<file path="src/rtl/mcu_bus_arbiter.sv">
// Three-way memory bus arbiter (CPU / GPU fetch / OAM DMA) with one transaction in flight,
// fixed read latency, CPU starvation guard and a DMA bus lock. All outputs are registered.
module mcu_bus_arbiter #(
    parameter int pMemLatency  = 1,
    parameter int pStarveLimit = 4
) (
    input  logic        iClock,
    input  logic        iReset,
    input  logic        iCpuReq,
    input  logic        iCpuWe,
    input  logic [15:0] iCpuAddr,
    input  logic [7:0]  iCpuData,
    output logic [7:0]  oCpuData,
    output logic        oCpuReady,
    input  logic        iGpuReq,
    input  logic [15:0] iGpuAddr,
    output logic [7:0]  oGpuData,
    output logic        oGpuReady,
    input  logic        iDmaReq,
    input  logic        iDmaWe,
    input  logic        iDmaLock,
    input  logic [15:0] iDmaAddr,
    input  logic [7:0]  iDmaData,
    output logic [7:0]  oDmaData,
    output logic        oDmaReady,
    output logic [15:0] oMemAddr,
    output logic [7:0]  oMemData,
    output logic        oMemRe,
    output logic        oMemWe,
    input  logic [7:0]  iMemData,
    output logic [1:0]  oGrant
);
    typedef enum logic [1:0] {S_IDLE, S_ACCESS, S_WAIT, S_RESP} state_t;

    localparam logic [2:0] LAT        = 3'(pMemLatency);
    localparam logic [3:0] STARVE_MAX = 4'(pStarveLimit);
    localparam logic [1:0] OWN_NONE = 2'd0, OWN_CPU = 2'd1, OWN_GPU = 2'd2, OWN_DMA = 2'd3;

    state_t      state_q, state_d;
    logic [1:0]  grant_q, grant_d;
    logic [15:0] addr_q, addr_d;
    logic [7:0]  wdata_q, wdata_d;
    logic        we_q, we_d;
    logic [2:0]  wait_q, wait_d;
    logic [3:0]  starve_q, starve_d;
    logic [7:0]  cpu_data_q, cpu_data_d, gpu_data_q, gpu_data_d, dma_data_q, dma_data_d;
    logic        mem_re_q, mem_re_d, mem_we_q, mem_we_d;
    logic        cpu_rdy_q, cpu_rdy_d, gpu_rdy_q, gpu_rdy_d, dma_rdy_q, dma_rdy_d;

    logic [1:0]  win;
    logic        win_we, lock_win;
    logic [15:0] win_addr;
    logic [7:0]  win_data;

    // Winner selection: a locked DMA beats everything, a starved CPU beats the fixed order.
    always_comb begin
        lock_win = iDmaReq & iDmaLock;
        win      = OWN_NONE;
        if (lock_win)                                win = OWN_DMA;
        else if (iCpuReq && starve_q == STARVE_MAX)  win = OWN_CPU;
        else if (iDmaReq)                            win = OWN_DMA;
        else if (iGpuReq)                            win = OWN_GPU;
        else if (iCpuReq)                            win = OWN_CPU;

        win_we   = 1'b0;
        win_addr = iCpuAddr;
        win_data = iCpuData;
        case (win)
            OWN_CPU: win_we = iCpuWe;
            OWN_GPU: begin
                win_addr = iGpuAddr;
                win_data = 8'h00;
            end
            OWN_DMA: begin
                win_we   = iDmaWe;
                win_addr = iDmaAddr;
                win_data = iDmaData;
            end
            default: ;
        endcase
    end

    always_ff @(posedge iClock or posedge iReset) begin
        if (iReset) begin
            state_q    <= S_IDLE;
            grant_q    <= OWN_NONE;
            addr_q     <= 16'h0000;
            wdata_q    <= 8'h00;
            we_q       <= 1'b0;
            wait_q     <= 3'd0;
            starve_q   <= 4'd0;
            cpu_data_q <= 8'h00;
            gpu_data_q <= 8'h00;
            dma_data_q <= 8'h00;
            mem_re_q   <= 1'b0;
            mem_we_q   <= 1'b0;
            cpu_rdy_q  <= 1'b0;
            gpu_rdy_q  <= 1'b0;
            dma_rdy_q  <= 1'b0;
        end else begin
            state_q    <= state_d;
            grant_q    <= grant_d;
            addr_q     <= addr_d;
            wdata_q    <= wdata_d;
            we_q       <= we_d;
            wait_q     <= wait_d;
            starve_q   <= starve_d;
            cpu_data_q <= cpu_data_d;
            gpu_data_q <= gpu_data_d;
            dma_data_q <= dma_data_d;
            mem_re_q   <= mem_re_d;
            mem_we_q   <= mem_we_d;
            cpu_rdy_q  <= cpu_rdy_d;
            gpu_rdy_q  <= gpu_rdy_d;
            dma_rdy_q  <= dma_rdy_d;
        end
    end

    always_comb begin
        state_d    = state_q;
        grant_d    = grant_q;
        addr_d     = addr_q;
        wdata_d    = wdata_q;
        we_d       = we_q;
        wait_d     = wait_q;
        starve_d   = starve_q;
        cpu_data_d = cpu_data_q;
        gpu_data_d = gpu_data_q;
        dma_data_d = dma_data_q;
        case (state_q)
            S_IDLE: begin
                grant_d = win;
                // Lock-granted DMA cycles do not count toward CPU starvation.
                if (!iCpuReq || win == OWN_CPU)
                    starve_d = 4'd0;
                else if (!lock_win && starve_q < STARVE_MAX)
                    starve_d = starve_q + 4'd1;
                if (win != OWN_NONE) begin
                    state_d = S_ACCESS;
                    addr_d  = win_addr;
                    wdata_d = win_data;
                    we_d    = win_we;
                end
            end
            S_ACCESS: begin
                state_d = S_WAIT;
                wait_d  = LAT;
            end
            S_WAIT: begin
                wait_d = wait_q - 3'd1;
                if (wait_q == 3'd1) begin
                    state_d = S_RESP;
                    if (!we_q) begin
                        case (grant_q)
                            OWN_CPU: cpu_data_d = iMemData;
                            OWN_GPU: gpu_data_d = iMemData;
                            OWN_DMA: dma_data_d = iMemData;
                            default: ;
                        endcase
                    end
                end
            end
            S_RESP: begin
                state_d = S_IDLE;
                grant_d = OWN_NONE;
            end
            default: state_d = S_IDLE;
        endcase
    end

    always_comb begin
        mem_re_d  = (state_d == S_ACCESS) && !we_d;
        mem_we_d  = (state_d == S_ACCESS) && we_d;
        cpu_rdy_d = (state_d == S_RESP) && (grant_q == OWN_CPU);
        gpu_rdy_d = (state_d == S_RESP) && (grant_q == OWN_GPU);
        dma_rdy_d = (state_d == S_RESP) && (grant_q == OWN_DMA);
    end

    assign oCpuData  = cpu_data_q;
    assign oGpuData  = gpu_data_q;
    assign oDmaData  = dma_data_q;
    assign oCpuReady = cpu_rdy_q;
    assign oGpuReady = gpu_rdy_q;
    assign oDmaReady = dma_rdy_q;
    assign oMemAddr  = addr_q;
    assign oMemData  = wdata_q;
    assign oMemRe    = mem_re_q;
    assign oMemWe    = mem_we_q;
    assign oGrant    = grant_q;
endmodule

</file>
<file path="config.mk">
export PLATFORM = sky130hd
export DESIGN_NAME = mcu_bus_arbiter
export DESIGN_NICKNAME = d
export VERILOG_FILES = /design/src/rtl/mcu_bus_arbiter.sv
export SDC_FILE = /design/constraint.sdc
export NUM_CORES = 1
export LEC_CHECK = 0
export ABC_AREA = 1
export BUFFER_PORTS_ARGS = -buffer_cell sky130_fd_sc_hd__buf_2
export CAP_MARGIN = 25
export CORE_MARGIN = 2
export CORE_UTILIZATION = 45
export DETAILED_ROUTE_END_ITERATION = 8
export GPL_TIMING_DRIVEN = 0
export MAX_ROUTING_LAYER = met4
export PLACE_DENSITY_LB_ADDON = 0.25
export SYNTH_ARGS = -nofsm -noshare
export SYNTH_HDL_FRONTEND = slang
export SYNTH_SLANG_ARGS = --single-unit
</file>
<file path="constraint.sdc">
create_clock -name iClock -period 2.9 [get_ports iClock]
set_input_delay 0.145 -clock iClock [delete_from_list [all_inputs] [get_ports iClock]]
set_output_delay 0.145 -clock iClock [all_outputs]
set_load 0.01 [all_outputs]
</file>
After elaboration in Yosys (flattened, before gate mapping)
Index checks and enable logic that the tools add are counted.
{"block": "op_classes", "addsub": 2, "n_reduce_logical": 21, "order_cmp": 1, "bitwise": 2, "mux": 17, "n_eq_ne": 13}
{"op": "$pmux W16 S2", "n": 1}
{"op": "$pmux W8 S2", "n": 1}
{"op": "$eq A2 B2 Y1 const B", "n": 7}
{"op": "$mux W2", "n": 6}
{"op": "$reduce_and A4 Y1", "n": 3}
{"op": "$eq A2 B1 Y1 const B", "n": 4}
{"op": "$mux W4", "n": 2}
{"op": "$pmux W2 S4", "n": 1}
{"op": "$reduce_bool A2 Y1", "n": 4}
{"op": "$logic_and A1 B1 Y1", "n": 7}
{"op": "$pmux W3 S2", "n": 1}
{"op": "$add A4 B1 Y4 const B", "n": 1}
{"op": "$eq A4 B3 Y1 const B", "n": 1}
{"op": "$lt A4 B3 Y1 const B", "n": 1}
{"op": "$pmux W2 S2", "n": 1}
{"op": "$reduce_and A2 Y1", "n": 2}
{"op": "$eq A3 B1 Y1 const B", "n": 1}
{"op": "$logic_not A1 Y1", "n": 3}
{"op": "$mux W1", "n": 3}
{"op": "$sub A3 B1 Y3 const B", "n": 1}
{"op": "$logic_not A2 Y1", "n": 1}
{"op": "$pmux W1 S2", "n": 1}
{"op": "$and A1 B1 Y1", "n": 1}
{"op": "$logic_or A1 B1 Y1", "n": 1}
{"op": "$not A1 Y1", "n": 1}
{"block": "totals", "reg_bits": 65, "out_inout_bits": 55, "wordCells": 71, "input_bits": 80}

Logic depth before layout (Yosys ltp)
Gate-level depths: netlist of the first run.
{"block": "depth", "depth_word": 11, "mapped_depth": 12, "mapped_depth_nobuf": 12}

Worst setup path before layout of the first run
OpenSTA, ideal clock, no wires.
{"block": "synth_path", "path_kind": "flip-flop to flip-flop", "from": "register state_q[0]", "to": "register cpu_data_q[0], in the netlist oCpuData[0]", "arrival_time_ns": 1.364, "synth_period_minus_slack_ns": 1.490, "stages_incl_launch_ff": 9, "setup_slack_ns": 1.410, "required_time_ns": 2.773, "setup_time_ns": 0.127, "path_buffers": 1, "cell_sequence": "dfrtp_1 > inv_1 > ha_1 > nand3_2 > nor2_1 > nand3_2 > buf_2 > nand2_1 > o21ai_0"}
{"block": "synth_between", "elab_chain_len": 2}
{"element": "from (decl)", "line_no": "39", "text": "state_t state_q, state_d;"}
{"element": "from (signal assigned)", "line_no": "101", "text": "state_q <= state_d;"}
{"element": "$eq A2 B2 Y1", "line_no": "130", "text": "case (state_q)"}
{"element": "$reduce_and A4 Y1 (no line)"}
{"element": "to (signal assigned)", "line_no": "108", "text": "cpu_data_q <= cpu_data_d;"}
{"element": "to (decl)", "line_no": "46", "text": "logic [7:0] cpu_data_q, cpu_data_d, gpu_data_q, gpu_data_d, dma_data_q, dma_data_d;"}
No other way between the ends.
A chain may end at the register's enable or synchronous reset.

Final worst setup path of the first run
Ends and elaborated chain as after synthesis.

==> impl_metrics.yaml, run 1 <==
yosys:
  avgSynthCellArea_um2: 8.500
  synth_fp_nets: 450
  syn_area_um2: 3085
  synth_seq_cells: 65
  synth.distinct_cells: 27
  synth_common_cells: "nand2_1, dfrtp_1, a21oi_1"
  synth.area.top_cells: "dfrtp_1, nand2_1, a21oi_1"
  async_flop_share_pct: 100.0
  synth_warnings: 0
  seq_area_frac_synth_pct: 52.72
  synth_most_common_cell: "nand2_1"
  netlist.area_leader.share_pct: 52.72
  yosysTopAreaCell: "dfrtp_1"
  syn_inst: 363
  synth_flop_cell: "dfrtp_1"
  synth_edf_count: 0
worst_setup_path:
  cp_common_cell: "nand3_2"
  cpPeakStageDelay_ps: 400
  worstPathRequired_ps: 3120
  reg2reg_slack_ps: 1140
  cp_data_arrival_time_ps: 1980
  cp_num_buf_inv: 2
  cp-start-kind: "flop"
  path_class: "flop to flop"
  critPathSlowestCell: "dfrtp_1"
  crit_fanout: 10
  r2r-start: "state_q[0]$_DFF_PP0_"
  critPathTopFamily: "simple AND/OR/NAND/NOR gates"
  cp.depth: 8
  endpoint: "oCpuData[0]$_DFFE_PP0P_"
  path_cells: "inv_1 > ha_1 > nand3_2 > nor2_1 > nand3_2 > buf_2 > nand2_1 > o21ai_0"
  ff2ff_path_depth: 8
  r2r-end: "oCpuData[0]$_DFFE_PP0P_"
  end_kind: "flop"
  startpoint: "state_q[0]$_DFF_PP0_"
global_routing:
  grt_pass1_wl_um: 13100
  antenna_found_initial: 0
  grt_max_degree: 35
  grt_remaining_overflow: 0
  grt_usage_pct: 23.06
  grt_pass1_vias: 2787
timing:
  final.min_clock_period_ps: 1760
  holdWs_ps: 37.14
  finalCritPeriodShare_pct: 60.68
  fin_tns_setup_ps: 0
  slew_headroom_pct: 54.03
  clock.fmax_ghz: 0.5683
  layout_setup_ws_ps: 1140
  skew_ps: 9.938
  tightest_slew_ps: 688.6
  hold_viol_final: 0
  finalSetupViolations: 0
  rsz0062_at_grt: "no"
  slew_violations: 0
routing:
  dr_total_vias: 2939
  first_pass_iters: 4
  drc_errors: 0
  routed_wl_um: 8197
  routed_via_density: 4.939
  post_drt_wl_per_cell_um: 13.78
  ant_nets: 0
  initialDrtViolationCount: 86
placed_design:
  gp_routability_congestion: 0.8265
  dp.cells: 578
  port_buffers: 134
  preCtsSetupSlack_ps: 1156
  hpwl_um: 6218
clock_network:
  numClockSinks: 65
  clkSlewWorstSetupHoldPaths_ps: 80
  cts.root.buffer_cell: "clkbuf_8"
  cts_resized: 0
  htreeDepth: 3
  post_cts_buffers: 0
  cts_buffer_depth: 2
  cts_inserted_buffers: 9
  cts_tree: "done"
  clk_latency_ps: 340
run:
  max_cap_viol_count: 0
final_layout:
  nFillCells: 619
  final_cell_count_no_fill: 595
  multi_input_area_um2: 1190
  antenna-diode-count: 0
  syn_to_final_growth_pct: 33.33
  drive_gt1_share_pct: 35.34
  num-nets-final: 597
  seqCellArea_um2: 1627
floorplanning:
  dieHeight_um: 86.81
  start_util_pct: 45.92
  core_um2: 6719
  die_area_um2: 7535
  pin_count: 135
  fp.dieW_um: 86.81
  row_count: 30
worst_hold_path:
  hp-class: "input port to flop"
pwr:
  powerDensity_nw_per_um2: 1045
  p_leak_nw: 2.237
  irDropWorstVdd_v: 0.0004797
outcome:
  status: "completed"
## power breakdown
group          switching, mW  leakage [nW]  internal (mW)
combinational           1.11          1.35          0.736
sequential             0.230         0.772           1.35
clock                  0.360         0.113          0.510
## worst min-delay path by stage
stage | start | end | slack, ps | cells after the start
finish | iDmaData[6] | oMemData[6]$_DFFE_PP0P_ | 40 | 3
floorplan | iDmaData[0] | oMemData[0]$_DFFE_PP0P_ | 280 | 2
detailed placement | iReset | oMemData[4]$_DFFE_PP0P_ | 290 | 2
global placement | iDmaData[6] | oMemData[6]$_DFFE_PP0P_ | 390 | 3
CTS | iDmaData[6] | oMemData[6]$_DFFE_PP0P_ | 20 | 3
global route | iDmaData[6] | oMemData[6]$_DFFE_PP0P_ | 30 | 3
## kinds of logic (layout without fill, tap and decap cells)
logic type | Yosys count | count (layout) | synth area share (%)
and+or+nand+nor | 149 | 149 | 21.41
xor gates and xnor gates | 2 | 2 | 0.5678
AOI/OAI and AO/OA | 82 | 82 | 13.75
buffers and inverters | 58 | 210 | 8.718
adders and majority gates | 7 | 7 | 2.838
DFF | 65 | 65 | 52.72
## flip-flops by register name (all words and copies together), names as in the netlist, 2 cells and up
register and count:
oCpuData 8, oMemAddr 16, state_q 2, oDmaData 8, oMemData 8, starve_q 4
oGpuData 8, wait_q 3, oGrant 2
## repair_timing
item,in CTS,in global routing
hold buffers,1,0
endpoints found under the setup margin,0,0
endpoints found under the hold margin,31,0
## metrics by stage
| stage | cell area, µm² | util, % | total power [mW] |
|---|---|---|---|
| finish | 4114 | 61.23 | 4.299 |
| global route | 4114 | 61.23 | 4.663 |
| CTS | 4114 | 61.23 | 4.340 |
| detailed placement | 3876 | 57.69 | 3.459 |
| global placement | 3856 | 57.39 | 3.394 |
| floorplan | 3085 | - | 2.732 |
## cell usage in the layout (no fill, tap or decap), types with 2 or more instances in the layout
cell type	Yosys	layout
buf_2	7	141
nand2_1	75	75
dfrtp_1	65	65
a21oi_1	56	56
inv_1	40	39
nor2_1	36	36
nand3_1	22	22
o21ai_0	17	17
clkbuf_8	0	10
ha_1	7	7
buf_6	4	4
inv_2	3	4
buf_4	3	3
nand3_2	3	3
o21ai_1	3	3
o22ai_1	3	3
nor3_1	3	3
nand2_2	2	2
nor2_4	2	2
a21oi_2	2	2
xor2_1	2	2
nand4_1	2	2
bufinv_16	0	2
## tightest hold or removal path, stage by stage
cell and delay (ps):
buf_2 90, nand2_1 50, a21oi_1 50
## routing by layer
layer	global-route usage, %	part of all wire (%)	wire (µm)	up-vias
li1	-	-	-	1466
met1	28.34	43	3541	1347
met2	36.36	47	3812	112
met3	6.571	8.1	667	14
met4	8.239	2.1	174	0
met5	-	0	0	-
## final cells by class
cell class                      instances  area share (%)
Buffer                                 15           2.616
Tap cell                               80           2.433
Timing Repair Buffer                  136           17.03
Multi-Input combinational cell        240           28.92
Sequential cell                        65           39.54
Clock inverter                          6           2.190
Clock buffer                           10           3.345
Inverter                               43           3.923
(Power assumes the default switching activity.)
==> run 2: changes to the inputs <==
--- a/config.mk
+++ b/config.mk
@@ -9,7 +9,7 @@
 export BUFFER_PORTS_ARGS = -buffer_cell sky130_fd_sc_hd__buf_2
 export CAP_MARGIN = 25
 export CORE_MARGIN = 2
-export CORE_UTILIZATION = 45
+export CORE_UTILIZATION = 43
 export DETAILED_ROUTE_END_ITERATION = 8
 export GPL_TIMING_DRIVEN = 0
 export MAX_ROUTING_LAYER = met4
==> constraint.sdc (replaced) <==
create_clock -name iClock -period 1.5 [get_ports iClock]
set_input_delay 0.075 -clock iClock [delete_from_list [all_inputs] [get_ports iClock]]
set_output_delay 0.075 -clock iClock [all_outputs]
set_load 0.01 [all_outputs]
==> impl_metrics.yaml, run 2 (same netlist as run 1, synthesis figures left out) <==
final_layout:
  antenna-diode-count: 0
  layout_common_cells: "buf_2, nand2_1, dfrtp_1"
  drive_gt1_share_pct: 46.31
  syn_to_final_growth_pct: 57.95
  final_cell_count_no_fill: 651
  final_util_pct: 70.95
  final_common_cell: "buf_2"
  largest_register_ffs: 16
  num-nets-final: 637
pwr:
  swShare_pct: 39.63
  switchingPower_mw: 3.823
  power_frac_comb_pct: 46.1
  internal_power_mw: 5.824
  clock_power_share_pct: 21.5
  irDropWorstVdd_v: 0.001237
  sequentialPowerShare_pct: 32.4
  powerDensity_nw_per_um2: 1980
  p_leak_nw: 2.501
routing:
  post_drt_wl_per_cell_um: 15.18
  dr_total_vias: 3238
  ant_nets: 0
  initialDrtViolationCount: 149
  routed_wl_um: 9880
  drc_errors: 0
  first_pass_iters: 4
  routed_via_density: 4.974
timing:
  finalSetupViolations: 31
  clock.fmax_ghz: 0.6244
  skew_ps: 17.88
  final.min_clock_period_ps: 1602
  finalCritPeriodShare_pct: 106.8
  layout_setup_ws_ps: -101.6
  hold_viol_final: 0
  slew_violations: 0
  slew_headroom_pct: 59.55
  tightest_slew_ps: 605.5
  rsz0062_at_grt: "yes"
floorplanning:
  die_area_um2: 7869
  dieHeight_um: 88.71
  start_util_pct: 44.92
  row_count: 30
  core_um2: 6869
  pin_count: 135
  fp.dieW_um: 88.71
run:
  max_cap_viol_count: 0
clock_network:
  htreeDepth: 3
  clk_latency_ps: 350
  cts_inserted_buffers: 9
  clkSlewWorstSetupHoldPaths_ps: 80
  numClockSinks: 65
  cts.root.buffer_cell: "clkbuf_8"
  cts_tree: "done"
  cts_buffer_depth: 2
worst_setup_path:
  crit_fanout: 7
  end_kind: "flop"
  cp_data_arrival_time_ps: 1830
  endpoint: "oMemRe$_DFF_PP0_"
  r2r-end: "oMemRe$_DFF_PP0_"
  cp-start-kind: "flop"
  path_class: "flop to flop"
  worstPathRequired_ps: 1730
  startpoint: "starve_q[1]$_DFFE_PP0P_"
  reg2reg_slack_ps: -100
  r2r-start: "starve_q[1]$_DFFE_PP0P_"
  ff2ff_path_depth: 12
global_routing:
  antenna_found_initial: 0
  grt_pass1_wl_um: 14320
  grt_pass1_vias: 3158
  grt_remaining_overflow: 0
  grt_max_degree: 41
  grt_usage_pct: 25.01
outcome:
  violations: "setup timing"
  status: "finished with violations"
placed_design:
  gp_routability_congestion: 0.8349
  hpwl_um: 6111
  dp.cells: 594
  port_buffers: 134
worst_hold_path:
  hp-class: "input port to flop"
run 2: cell count changes in the layout (fill, tap and decap cells not counted), sizes merged:
cell / previous run / this run
bufinv: 2 / 4
inv: 44 / 43
clkinv: 2 / 1
clkbuf: 11 / 12
buf: 149 / 172
dlygate4sd3: 1 / 17
run 2: how the worst min path moves through the flow:
stage,startpoint,end,slack [ps],cells after the start
2_1_floorplan,iReset,oCpuData[0]$_DFFE_PP0P_,210,1
3_3_place_gp,iDmaData[2],oMemData[2]$_DFFE_PP0P_,320,3
3_5_place_dp,iReset,oMemData[3]$_DFFE_PP0P_,180,2
4_1_cts,iCpuData[2],oMemData[2]$_DFFE_PP0P_,10,3
5_1_grt,iCpuData[2],oMemData[2]$_DFFE_PP0P_,10,3
6_report,iCpuData[2],oMemData[2]$_DFFE_PP0P_,5,3
run 2: repair_timing:
| item | CTS | global route |
|---|---|---|
| buffers inserted | 12 | 6 |
| hold buffers | 17 | 0 |
| gates resized for setup | 53 | 38 |
| hold endpoints to repair | 41 | 0 |
| cloned | 4 | 2 |
| pin swaps | 16 | 21 |
| setup endpoints to repair | 59 | 58 |
run 2: area by class of cell:
cell class | count | area (µm²)
inverters | 43 | 167.7
clock inverters | 6 | 137.6
multi-input cells | 240 | 1419
fillers | 521 | 1996
plain buffers | 15 | 158.9
repair buffers | 176 | 1104
clock buffers | 10 | 137.6
well taps | 96 | 120.1
flip-flops and latches | 65 | 1629
run 2: layer usage:
| metal | GRT usage [%] | wire length (µm) |
|---|---|---|
| met1 | 28.80 | 4031 |
| met3 | 5.131 | 651 |
| met4 | 11.29 | 206 |
| met2 | 41.93 | 4991 |
| met5 | - | 0 |
run 2: power groups by stage:
stage / Sequential, mW / Clock (mW) / Combinational [mW]
global route: 3.21 / 2.18 / 4.90
detailed placement: 3.09 / 0 / 3.60
global placement: 3.06 / 0 / 3.48
floorplan: 3.43 / 0 / 1.85
CTS: 3.09 / 2.09 / 4.05
finish: 3.13 / 2.08 / 4.44
run 2: critical path, stage by stage (launching register included):
cell and delay, ps:
dfrtp_1 400, inv_1 70, ha_2 160, nand2_2 40, inv_2 50, nand3_1 80, nand2_2 160, buf_8 180
nand3_2 90, nand2_2 70, nand2_2 60, nand2_2 80, nor2_2 50
run 2: per-stage QoR:
step / total power, mW / setup TNS (ps) / area, µm² / hold slack (ps) / setup WS (ps)
finish: 9.647 / -1663 / 4873 / 4.926 / -101.6
global route: 10.28 / -5318 / 4873 / 10.08 / -210.2
CTS: 9.229 / -1391 / 4659 / 13.99 / -76.67
detailed placement: 6.685 / -9790 / 3900 / 175.4 / -264.4
global placement: 6.542 / -7491 / 3880 / 319.4 / -195.3
floorplan: 5.282 / 0 / 3089 / 210.7 / 9.681
==> run 3: changes to the inputs <==
--- a/config.mk
+++ b/config.mk
@@ -11,7 +11,6 @@
 export CORE_MARGIN = 2
 export CORE_UTILIZATION = 43
 export DETAILED_ROUTE_END_ITERATION = 8
-export GPL_TIMING_DRIVEN = 0
 export MAX_ROUTING_LAYER = met4
 export PLACE_DENSITY_LB_ADDON = 0.25
 export SYNTH_ARGS = -nofsm -noshare
==> impl_metrics.yaml, run 3 (same netlist as run 1, synthesis figures left out) <==
clock_network:
  cts_buffer_depth: 2
  cts.root.buffer_cell: "clkbuf_8"
  htreeDepth: 3
  numClockSinks: 65
  cts_tree: "done"
  clk_latency_ps: 340
  cts_inserted_buffers: 9
  clkSlewWorstSetupHoldPaths_ps: 80
routing:
  post_drt_wl_per_cell_um: 13.91
  initialDrtViolationCount: 95
  routed_wl_um: 8831
  first_pass_iters: 5
  ant_nets: 0
  drc_errors: 0
  dr_total_vias: 3093
  routed_via_density: 4.871
timing:
  final.min_clock_period_ps: 1577
  tightest_slew_ps: 403.1
  slew_violations: 0
  layout_setup_ws_ps: -77.26
  skew_ps: 10.99
  rsz0062_at_grt: "yes"
  finalCritPeriodShare_pct: 105.2
  holdWs_ps: 16.52
  hold_viol_final: 0
  clock.fmax_ghz: 0.6340
  finalSetupViolations: 23
  slew_headroom_pct: 73.13
final_layout:
  multi_input_area_um2: 1451
  largest_register_ffs: 16
  num-nets-final: 621
  layout_common_cells: "buf_2, dfrtp_1, nand2_1"
  final_common_cell: "buf_2"
  syn_to_final_growth_pct: 52.51
  final_util_pct: 68.51
  drive_gt1_share_pct: 46.94
  nFillCells: 554
  seqCellArea_um2: 1627
  antenna-diode-count: 0
global_routing:
  grt-busiest-layer: "met2"
  met1_usage_pct: 24.68
  grt_use_met3_pct: 4.944
  grt_remaining_overflow: 0
  antenna_found_initial: 0
  grt.met2_usage_pct: 36.57
  grt_pass1_vias: 2808
  grt_pass1_wl_um: 12660
  grt_usage_pct: 21.88
  grt_max_degree: 66
pwr:
  power_frac_comb_pct: 48.8
  p_leak_nw: 2.415
  powerDensity_nw_per_um2: 1922
  clock_power_share_pct: 16.8
  swShare_pct: 41.58
  sequentialPowerShare_pct: 34.4
  irDropWorstVdd_v: 0.001160
  switchingPower_mw: 3.760
  internal_power_mw: 5.283
worst_setup_path:
  crit_fanout: 8
  path_class: "flop to flop"
  cp_data_arrival_time_ps: 1840
  worstPathRequired_ps: 1760
  end_kind: "flop"
  cp-start-kind: "flop"
placed_design:
  hpwl_um: 5933
  port_buffers: 134
  gp_routability_congestion: 0.8522
floorplanning:
  dieHeight_um: 88.71
  fp.dieW_um: 88.71
  pin_count: 135
  start_util_pct: 44.92
  core_um2: 6869
  row_count: 30
  die_area_um2: 7869
outcome:
  status: "finished with violations"
  violations: "setup timing"
worst_hold_path:
  hp-class: "input port to flop"
run:
  max_cap_viol_count: 0
## run 3: final cells by class
class,count,area share (%)
clock inverter,7,1.675
sequential,65,34.57
clock buffer,9,2.632
inverter,43,3.510
timing repair buffer,175,24.22
multi-input combinational,240,30.84
tap,96,2.553
## run 3: path summary, 6_finish.rpt
check	start	end	slack (ps)	cells past startpoint
min reg2reg	oMemAddr[6]$_DFFE_PP0P_	oMemAddr[6]$_DFFE_PP0P_	480	2
max in group asynchronous	iReset	starve_q[0]$_DFFE_PP0P_	840	4
max	starve_q[1]$_DFFE_PP0P_	oMemAddr[1]$_DFFE_PP0P_	-80	12
min in group asynchronous	iReset	oMemData[3]$_DFFE_PP0P_	340	4
min	iMemData[5]	oDmaData[5]$_DFFE_PP0P_	20	3
max reg2reg	starve_q[1]$_DFFE_PP0P_	oMemAddr[1]$_DFFE_PP0P_	-80	12
## run 3: what timing repair did
item / in CTS / in global routing
buffers inserted: 2 / 6
setup endpoints to repair: 45 / 55
endpoints found under the hold margin: 79 / 0
pin swaps: 5 / 18
hold buffers: 15 / 0
resized for setup: 22 / 58
cloned: 0 / 1
## run 3: critical path, cell delays in order (launching register included)
cell	delay, ps
dfrtp_1	370
inv_2	60
ha_4	150
nand2_2	50
inv_2	50
nand2_4	90
nand2_8	70
nor2_4	200
buf_12	150
nand2_1	60
nand2_1	60
inv_1	50
a21oi_2	130
## run 3: metrics by stage
| stage | instances | setup TNS (ps) | setup WS [ps] | power [mW] | instance area, µm² |
|---|---|---|---|---|---|
| 3_3_place_gp | 595 | -1633 | -122.2 | 6.731 | 3975 |
| 5_1_grt | 635 | -3077 | -154.8 | 9.719 | 4706 |
| 4_1_cts | 628 | -523.4 | -53.44 | 8.614 | 4429 |
| 6_report | 635 | -783.0 | -77.26 | 9.043 | 4706 |
| 2_1_floorplan | 363 | 0 | 9.681 | 5.282 | 3089 |
| 3_5_place_dp | 595 | -3445 | -171.4 | 6.880 | 3975 |
## run 3: layer usage
metal / share of wire (%) / vias up
met3: 6.1 / 22
met4: 2.4 / 0
met5: 0 / -
li1: - / 1519
met2: 50 / 106
met1: 41 / 1446
## run 3: power by group through the flow
stage	clock network [mW]	registers [mW]	logic (mW)
final	1.52	3.11	4.42
after global routing	1.65	3.20	4.87
after CTS	1.55	3.09	3.98
after detailed placement	0	3.09	3.79
after global placement	0	3.08	3.65
after floorplan	0	3.43	1.85
